--- src/rtl/fifo_pkg.sv ---
// Shared sizing helpers and operation encoding for the single-clock FIFO.
// Pointer and count widths are ADDRSIZE+1 so that a full FIFO (DEPTH words) is representable.
package fifo_pkg;

  typedef enum logic [1:0] {
    OP_NONE = 2'b00,
    OP_PUSH = 2'b01,
    OP_POP  = 2'b10,
    OP_BOTH = 2'b11
  } fifo_op_e;

  function automatic int ptr_width(input int addrsize);
    return addrsize + 1;
  endfunction

  function automatic int fifo_depth(input int addrsize);
    return 1 << addrsize;
  endfunction

  function automatic bit levels_ok(input int af_level, input int ae_level, input int depth);
    return (af_level >= 1) && (af_level <= depth) && (ae_level >= 0) && (ae_level <= depth - 1);
  endfunction

endpackage

--- src/rtl/sync_fifo_ram.sv ---
// DEPTH x DATASIZE storage with one write port and a registered read port.
// The array itself is never reset; only the read data register is.
module sync_fifo_ram #(
  parameter int DATASIZE = 8,
  parameter int ADDRSIZE = 4
) (
  input  logic                clk,
  input  logic                rst_n,
  input  logic                we_i,
  input  logic [ADDRSIZE-1:0] waddr_i,
  input  logic [DATASIZE-1:0] wdata_i,
  input  logic                re_i,
  input  logic [ADDRSIZE-1:0] raddr_i,
  output logic [DATASIZE-1:0] rdata_o
);

  localparam int DEPTH = 1 << ADDRSIZE;

  logic [DATASIZE-1:0] mem_q [DEPTH];
  logic [DATASIZE-1:0] rdata_q;

  always_ff @(posedge clk) begin
    if (we_i) mem_q[waddr_i] <= wdata_i;
  end

  // Read data holds its last value whenever no read is issued.
  always_ff @(posedge clk or negedge rst_n) begin
    if (!rst_n)    rdata_q <= '0;
    else if (re_i) rdata_q <= mem_q[raddr_i];
  end

  assign rdata_o = rdata_q;

endmodule

--- src/rtl/sync_fifo_ctrl.sv ---
// Single-clock FIFO: pointers, occupancy counter, status flags and sticky error
// flags around a sync_fifo_ram instance. All flags come from registered state only.
module sync_fifo_ctrl
  import fifo_pkg::*;
#(
  parameter int DATASIZE = 8,
  parameter int ADDRSIZE = 4,
  parameter int AF_LEVEL = 14,
  parameter int AE_LEVEL = 2
) (
  input  logic                clk,
  input  logic                rst_n,
  input  logic                clr,
  input  logic                winc,
  input  logic [DATASIZE-1:0] wdata,
  output logic                wfull,
  output logic                walmost_full,
  output logic                wovf,
  input  logic                rinc,
  output logic [DATASIZE-1:0] rdata,
  output logic                rvalid,
  output logic                rempty,
  output logic                ralmost_empty,
  output logic                rudf,
  output logic [ADDRSIZE:0]   count
);

  localparam int CW    = ptr_width(ADDRSIZE);
  localparam int DEPTH = fifo_depth(ADDRSIZE);

  localparam logic [CW-1:0] DEPTH_C = CW'(DEPTH);
  localparam logic [CW-1:0] AF_C    = CW'(AF_LEVEL);
  localparam logic [CW-1:0] AE_C    = CW'(AE_LEVEL);
  localparam logic [CW-1:0] ONE_C   = CW'(1);

  if (!levels_ok(AF_LEVEL, AE_LEVEL, DEPTH)) begin : g_bad_levels
    $fatal(1, "sync_fifo_ctrl: AF_LEVEL must be 1..DEPTH and AE_LEVEL 0..DEPTH-1");
  end

  logic [CW-1:0] wptr_q, wptr_d;
  logic [CW-1:0] rptr_q, rptr_d;
  logic [CW-1:0] count_q, count_d;
  logic          wovf_q, wovf_d;
  logic          rudf_q, rudf_d;
  logic          rvalid_q, rvalid_d;
  logic          push, pop;
  fifo_op_e      op;

  assign wfull         = (count_q == DEPTH_C);
  assign rempty        = (count_q == '0);
  assign walmost_full  = (count_q >= AF_C);
  assign ralmost_empty = (count_q <= AE_C);

  // Flush wins over both requests; a full FIFO rejects the push even when a pop frees a slot.
  assign push = winc & ~wfull  & ~clr;
  assign pop  = rinc & ~rempty & ~clr;
  assign op   = fifo_op_e'({pop, push});

  always_comb begin
    wptr_d   = wptr_q;
    rptr_d   = rptr_q;
    count_d  = count_q;
    wovf_d   = wovf_q;
    rudf_d   = rudf_q;
    rvalid_d = pop;
    if (clr) begin
      wptr_d  = '0;
      rptr_d  = '0;
      count_d = '0;
      wovf_d  = 1'b0;
      rudf_d  = 1'b0;
    end else begin
      if (push) wptr_d = wptr_q + ONE_C;
      if (pop)  rptr_d = rptr_q + ONE_C;
      unique case (op)
        OP_PUSH: count_d = count_q + ONE_C;
        OP_POP:  count_d = count_q - ONE_C;
        default: count_d = count_q;
      endcase
      if (winc && wfull)  wovf_d = 1'b1;
      if (rinc && rempty) rudf_d = 1'b1;
    end
  end

  always_ff @(posedge clk or negedge rst_n) begin
    if (!rst_n) begin
      wptr_q   <= '0;
      rptr_q   <= '0;
      count_q  <= '0;
      wovf_q   <= 1'b0;
      rudf_q   <= 1'b0;
      rvalid_q <= 1'b0;
    end else begin
      wptr_q   <= wptr_d;
      rptr_q   <= rptr_d;
      count_q  <= count_d;
      wovf_q   <= wovf_d;
      rudf_q   <= rudf_d;
      rvalid_q <= rvalid_d;
    end
  end

  // Write enable is qualified by rst_n so nothing lands in the array on an edge seen during reset.
  sync_fifo_ram #(
    .DATASIZE(DATASIZE),
    .ADDRSIZE(ADDRSIZE)
  ) u_ram (
    .clk    (clk),
    .rst_n  (rst_n),
    .we_i   (push & rst_n),
    .waddr_i(wptr_q[ADDRSIZE-1:0]),
    .wdata_i(wdata),
    .re_i   (pop),
    .raddr_i(rptr_q[ADDRSIZE-1:0]),
    .rdata_o(rdata)
  );

  a_count_tracks_ptrs: assert property (@(posedge clk) disable iff (!rst_n)
    count_q == (wptr_q - rptr_q));

  assign wovf   = wovf_q;
  assign rudf   = rudf_q;
  assign rvalid = rvalid_q;
  assign count  = count_q;

endmodule

--- config.mk ---
export PLATFORM = sky130hd
export DESIGN_NAME = sync_fifo_ctrl
export DESIGN_NICKNAME = d
export VERILOG_FILES = /design/src/rtl/fifo_pkg.sv /design/src/rtl/sync_fifo_ram.sv /design/src/rtl/sync_fifo_ctrl.sv
export SDC_FILE = /design/constraint.sdc
export NUM_CORES = 1
export LEC_CHECK = 0
export ABC_AREA = 1
export ABC_CLOCK_PERIOD_IN_PS = 2400
export CORE_MARGIN = 2
export CORE_UTILIZATION = 40
export DETAILED_ROUTE_END_ITERATION = 6
export MAX_ROUTING_LAYER = met4
export SYNTH_ARGS = -nofsm -noshare
export SYNTH_HDL_FRONTEND = slang
export SYNTH_SLANG_ARGS = --single-unit
--- constraint.sdc ---
create_clock -name clk -period 2.4 [get_ports clk]
set_input_delay 0.36 -clock clk [delete_from_list [all_inputs] [get_ports clk]]
set_output_delay 0.36 -clock clk [all_outputs]
set_load 0.02 [all_outputs]
* Word-level counts from Yosys, hierarchy flattened
Memories as Yosys holds them, arrays and structs flattened. A register that Yosys moved wholly into a read port is not among the register bits. Cells that the tools add are included.
Word-level totals: ROM bits 0, bits in writable memories 128, bits in latches 0, input port bits 13, output and inout bits 20, word-level logic and storage cells 45, register bits 18, memories 1
Operators by class: shift operators 0, add/sub/neg operators 4, bitwise gates (word level) 8, $mul 0, div/mod/pow operators 0, multiplexer cells 12, magnitude comparators 2, eq/ne operators 3, reductions and logical operators 9
Memory list:
- u_ram.mem_q | depth 16, width 8, rd ports 1, clocked after Yosys merged registers in 1, write ports 1, RTL line sync_fifo_ram.sv:19 | logic [DATASIZE-1:0] mem_q [DEPTH];
Operator list (count):
- 5-bit two-way mux | 5
- 5-bit by 1-bit adder with 5-bit output, second input constant | 3
- 5-bit case mux with 2 select lines | 1
- 2-bit nonzero test | 4
- 1-bit two-way mux | 6
- 1-bit AND | 5
- 5-bit == test, second input constant | 1
- 5-bit by 4-bit >= comparator with 1-bit output, second input constant | 1
- 5-bit by 2-bit less-or-equal comparator with 1-bit output, second input constant | 1
- 5-bit logical NOT | 1
- 5-bit by 1-bit subtractor with 5-bit output, second input constant | 1
- 1-bit inverter | 3
- 3-bit nonzero test | 1
- 2-bit by 1-bit == test with 1-bit output, second input constant | 1
- 2-bit == test, second input constant | 1
- 1-bit logical AND | 2
- 1-bit logical NOT | 1

* Depth between registers and ports, before layout
depth in word-level cells 7, mapped depth 15, mapped depth without buffers 15

* Hierarchy
A second synthesis with hierarchy kept.
Unflattened totals: cells, all modules 606, area, all modules 6611.3 µm²
By module, submodules not included:
- sync_fifo_ram | sequential area each 4043.9 µm², area each 5635.4 µm², cells an instance 483, instances 1
- sync_fifo_ctrl | sequential area each 400.4 µm², area each 975.9 µm², cells an instance 123, instances 1

* Worst setup path before layout
No wires, ideal clock.
kind reg2reg, from register count_q[1], in the netlist count[1], to memory u_ram.mem_q[4][0] (enable), stages on the path, launching flop included 7, slack 0.351 ns, buffers on the path 0, data required time 2.030 ns, period minus slack after synthesis 2.049 ns, library setup time 0.370 ns, arrival 1.679 ns, cells stage by stage dfrtp_1 > nor2_2 > nand3_2 > nand2_4 > nor3b_1 > nand2_1 > nor2_1
Between the ends: longest elaborated chain between the ends 7
RTL lines:
- from (decl) | RTL line sync_fifo_ctrl.sv:42 | logic [CW-1:0] count_q, count_d;
- from (signal assigned) | RTL line sync_fifo_ctrl.sv:96 | count_q <= count_d;
- 5-bit == test | RTL line sync_fifo_ctrl.sv:49 | assign wfull = (count_q == DEPTH_C);
- 1-bit inverter | RTL line sync_fifo_ctrl.sv:55 | assign push = winc & ~wfull & ~clr;
- 1-bit AND (2 in series) | RTL line sync_fifo_ctrl.sv:55
- 1-bit AND | RTL line sync_fifo_ctrl.sv:110 | .we_i (push & rst_n),
- 1-bit two-way mux | RTL line sync_fifo_ram.sv:23 | if (we_i) mem_q[waddr_i] <= wdata_i;
- 1-bit two-way mux (implied by the code) | RTL line sync_fifo_ram.sv:23
- to (decl) | RTL line sync_fifo_ram.sv:19
No other way between the ends.

* Final worst setup path
from register count_q[2], in the netlist count[2], to output wfull
Between the ends: longest elaborated chain between the ends 1
RTL lines:
- 5-bit == test | RTL line sync_fifo_ctrl.sv:49
- to (decl) | RTL line sync_fifo_ctrl.sv:16 | output logic wfull,
No other way between the ends.

==> summary.txt <==
Critical path
  – FF-to-FF setup slack: 320 ps
  – CP Launch Type: flip-flop
  – Reg2Reg Depth: 7
  – Endpoint class of the critical path: primary output
  – Reg-to-reg critical path endpoint: u_ram.mem_q[11][0]
  – Crit path required time: 2040 ps
  – Worst r2r src: count[0]
  – Critical path arrival: 1920 ps
  – Critical Path Fanout Max: 7
  – WS Path Type: flip-flop to primary output

Route
  – Routed Wire Length: 14700 µm
  – Drt first pass iters: 5
  – Vias: 4151
  – Drt first-iter violations: 296
  – Antenna viol nets, final: 0
  – Vias per cell: 5.29
  – DR WL/cell: 18.7 µm
  – # DRC: 0

Synthesis
  – Compound-Gate Fraction of Synth Area: 13.0%
  – Most frequent cell after synthesis: edfxtp_1
  – Yosys synthesis warning count: 0
  – Post-Syn Nets: 526
  – Primary FF master, synth: edfxtp_1
  – Sequential element share of the synthesized area: 70.7%
  – Async S/R FF share, synth: 15.8%
  – Syn avg cell area: 12.4 µm²
  – Number of synthesized flops with an enable pin: 128
  – Synth top area share: 61.2%
  – Post-Synth Simple-Gate Area: 11.6%
  – Mux cell area share after synthesis: 0%
  – Cells after Synth: 506
  – Post-synthesis xor/xnor area fraction: 0.279%
  – Number of synthesized register bits: 152
  – Synth cell types: 32
  – Largest family of logic cells by synthesized area: compound AO/OA/AOI/OAI gates
  – Post-Synth Adder-Cell Area: 1.39%
  – Mapped Area: 6280 µm²
  – Top post-synthesis cells by count: edfxtp_1 (128), nor2_1 (87), o21ai_0 (74)
  – Area contributors post-synth: edfxtp_1 (61%), dfrtp_1 (9.6%), o21ai_0 (5.9%)
  – Leading area contributor after synthesis: edfxtp_1

Pwr
  – NetSw: 2.61 mW
  – Clk pwr share: 31.2%
  – Worst vdd ir: 0.646 mV
  – Pwr Density: 1060 nW/µm²
  – Cell Int Power: 5.40 mW
  – Sw frac: 32.6%
  – Static Leak: 2.63 nW
  – Flop pwr share: 39.8%
  – Comb pwr share: 29.0%

STA
  – Final worst path period need: 2280 ps
  – Final worst-path cycle share: 94.9%
  – Final Setup Violations: 0
  – Hold Vio Cnt, Final: 0
  – Fin Clk Skew: 6.81 ps
  – Total negative setup slack: 0 ps
  – Max transition margin: 51.3%
  – RSZ-0062 raised after global routing: no
  – FMAX: 439 MHz
  – Slew of the pin with the lowest slew margin: 728 ps
  – Pins Over Slew Limit: 0

Floorplan
  – Cell Rows: 45
  – Core ar.: 15300 µm²
  – Io pins: 33
  – Initial Utilization: 41.2%
  – Die W: 129 µm
  – Die H: 129 µm
  – Die area: 16700 µm²

Placement
  – Final GP Congestion: 0.810
  – Port Buffers: 32
  – Hpwl dp: 9550 µm

Layout
  – Layout cell share with drive strength beyond 1: 12.0%
  – Nets@finish: 580
  – ANT cells: 0
  – Footprint of the multi-input gates: 1650 µm²
  – Storage cell area: 4450 µm²
  – Final core area utilization: 49.5%
  – Fill cells: 1346
  – Layout area overhead: 20.1%

Clock tree
  – Clock latency at the later pin of the worst-skew pair: 420 ps
  – TritonCTS Buffers: 17
  – Clk buf depth: 2
  – Post-cts hold buffer count: 0
  – Setup Buffers After CTS: 0
  – CTS tree: built
  – # H-tree levels: 4
  – Reg clk slew, reported paths: 60 ps
  – Clock sinks: 152
  – Root Driver: clkbuf_16

GRT
  – Largest net degree at the start of global routing: 47
  – Initial antenna violation count: 0
  – Gr usage total: 19.7%
  – Total global routing overflow: 0
  – First-pass GRT wire length: 23400 µm
  – Vias in the first global route: 4285

Run status
  – Status: finished, final reports clean

Job
  – Max_cap viols: 0

Min path
  – Hold Crit Class: primary input to async pin
==> worst max-delay path by stage <==
stage | startpoint | endpoint | slack (ps) | cells past startpoint
3_3_place_gp | winc | u_ram.mem_q[8][0] | 130 | 6
3_5_place_dp | winc | u_ram.mem_q[11][0] | 120 | 6
2_1_floorplan | count[1] | u_ram.mem_q[4][0] | 350 | 6
6_report | count[2] | wfull | 120 | 4
4_1_cts | count[2] | rempty | 80 | 4
5_1_grt | count[2] | wfull | 40 | 4
==> routing by layer <==
layer  vias to the layer above  track usage (%)  wire length [µm]
met5                         -                -                 0
met4                         0             7.86               192
met3                        15             4.17               572
met2                        91             31.4              7330
met1                      2068             24.6              6570
li1                       1977                -                 -
==> through the flow <==
step	power (mW)	hold WS [ps]	area (µm²)	cells	worst slack (ps)
final	8.01	367	7550	784	122
after global routing	8.40	383	7550	784	39.6
after CTS	8.07	372	7540	784	75.1
after detailed placement	5.57	481	7000	752	121
after global placement	5.54	473	7000	752	127
after floorplan	4.65	64.4	6280	506	351
==> power by group through the flow <==
| stage | clock (mW) | sequential (mW) | combinational [mW] |
|---|---|---|---|
| 4_1_cts | 2.54 | 3.19 | 2.33 |
| 3_5_place_dp | 0 | 3.24 | 2.33 |
| 5_1_grt | 2.64 | 3.22 | 2.54 |
| 6_report | 2.50 | 3.19 | 2.32 |
| 3_3_place_gp | 0 | 3.23 | 2.30 |
| 2_1_floorplan | 0 | 3.34 | 1.31 |
==> cells by family (layout without fill, tap and decap cells) <==
kind of cell / Yosys count / in the layout
xor+xnor: 2 / 2
compound gates: 134 / 134
simple gates: 164 / 164
fa+ha+maj: 7 / 7
flops: 152 / 152
buf+inv: 47 / 114
==> critical path, cell delays in order, from the launching register on <==
cell	delay, ps
dfrtp_1	460
nor2_2	190
nand3_2	150
inv_1	90
clkdlybuf4s50_1	600
==> cell type report <==
| cell class | count | share of cell area, % |
|---|---|---|
| Multi-Input combinational cell | 307 | 21.9 |
| Clock buffer | 22 | 5.89 |
| Timing Repair Buffer | 61 | 7.33 |
| Clock inverter | 10 | 1.38 |
| Tap cell | 211 | 3.50 |
| Sequential cell | 152 | 58.9 |
| Inverter | 21 | 1.08 |
==> flip-flops by register name (all words and copies together), names as in the netlist <==
signal and count:
count 5, rptr_q 4, rudf 1, rvalid 1, u_ram.mem_q 128, u_ram.rdata_o 8, wovf 1, wptr_q 4
==> what timing repair did <==
| item | in CTS | in global routing |
|---|---|---|
| gates resized for setup | 0 | 1 |
| setup endpoints to repair | 0 | 1 |
| hold endpoints to repair | 0 | 0 |
==> placed cells by master, fill, tap and decap left out, types with 2 or more instances in the layout <==
| cell | n |
|---|---|
| o22ai_1 | 12 |
| inv_1 | 18 |
| nand3_1 | 22 |
| ha_1 | 7 |
| o221ai_1 | 21 |
| nand3_2 | 3 |
| clkinv_2 | 2 |
| nor2_2 | 3 |
| nor2_1 | 87 |
| o21a_1 | 9 |
| edfxtp_1 | 128 |
| nand2_1 | 38 |
| clkinvlp_4 | 3 |
| clkbuf_1 | 5 |
| a21oi_1 | 5 |
| clkinv_1 | 4 |
| buf_4 | 28 |
| nand2_2 | 3 |
| clkbuf_16 | 17 |
| o211ai_1 | 11 |
| clkdlybuf4s50_1 | 31 |
| nor3_1 | 2 |
| dfrtp_1 | 23 |
| o21ai_0 | 74 |
| bufinv_16 | 2 |
Power figures use the tool's default switching activity.
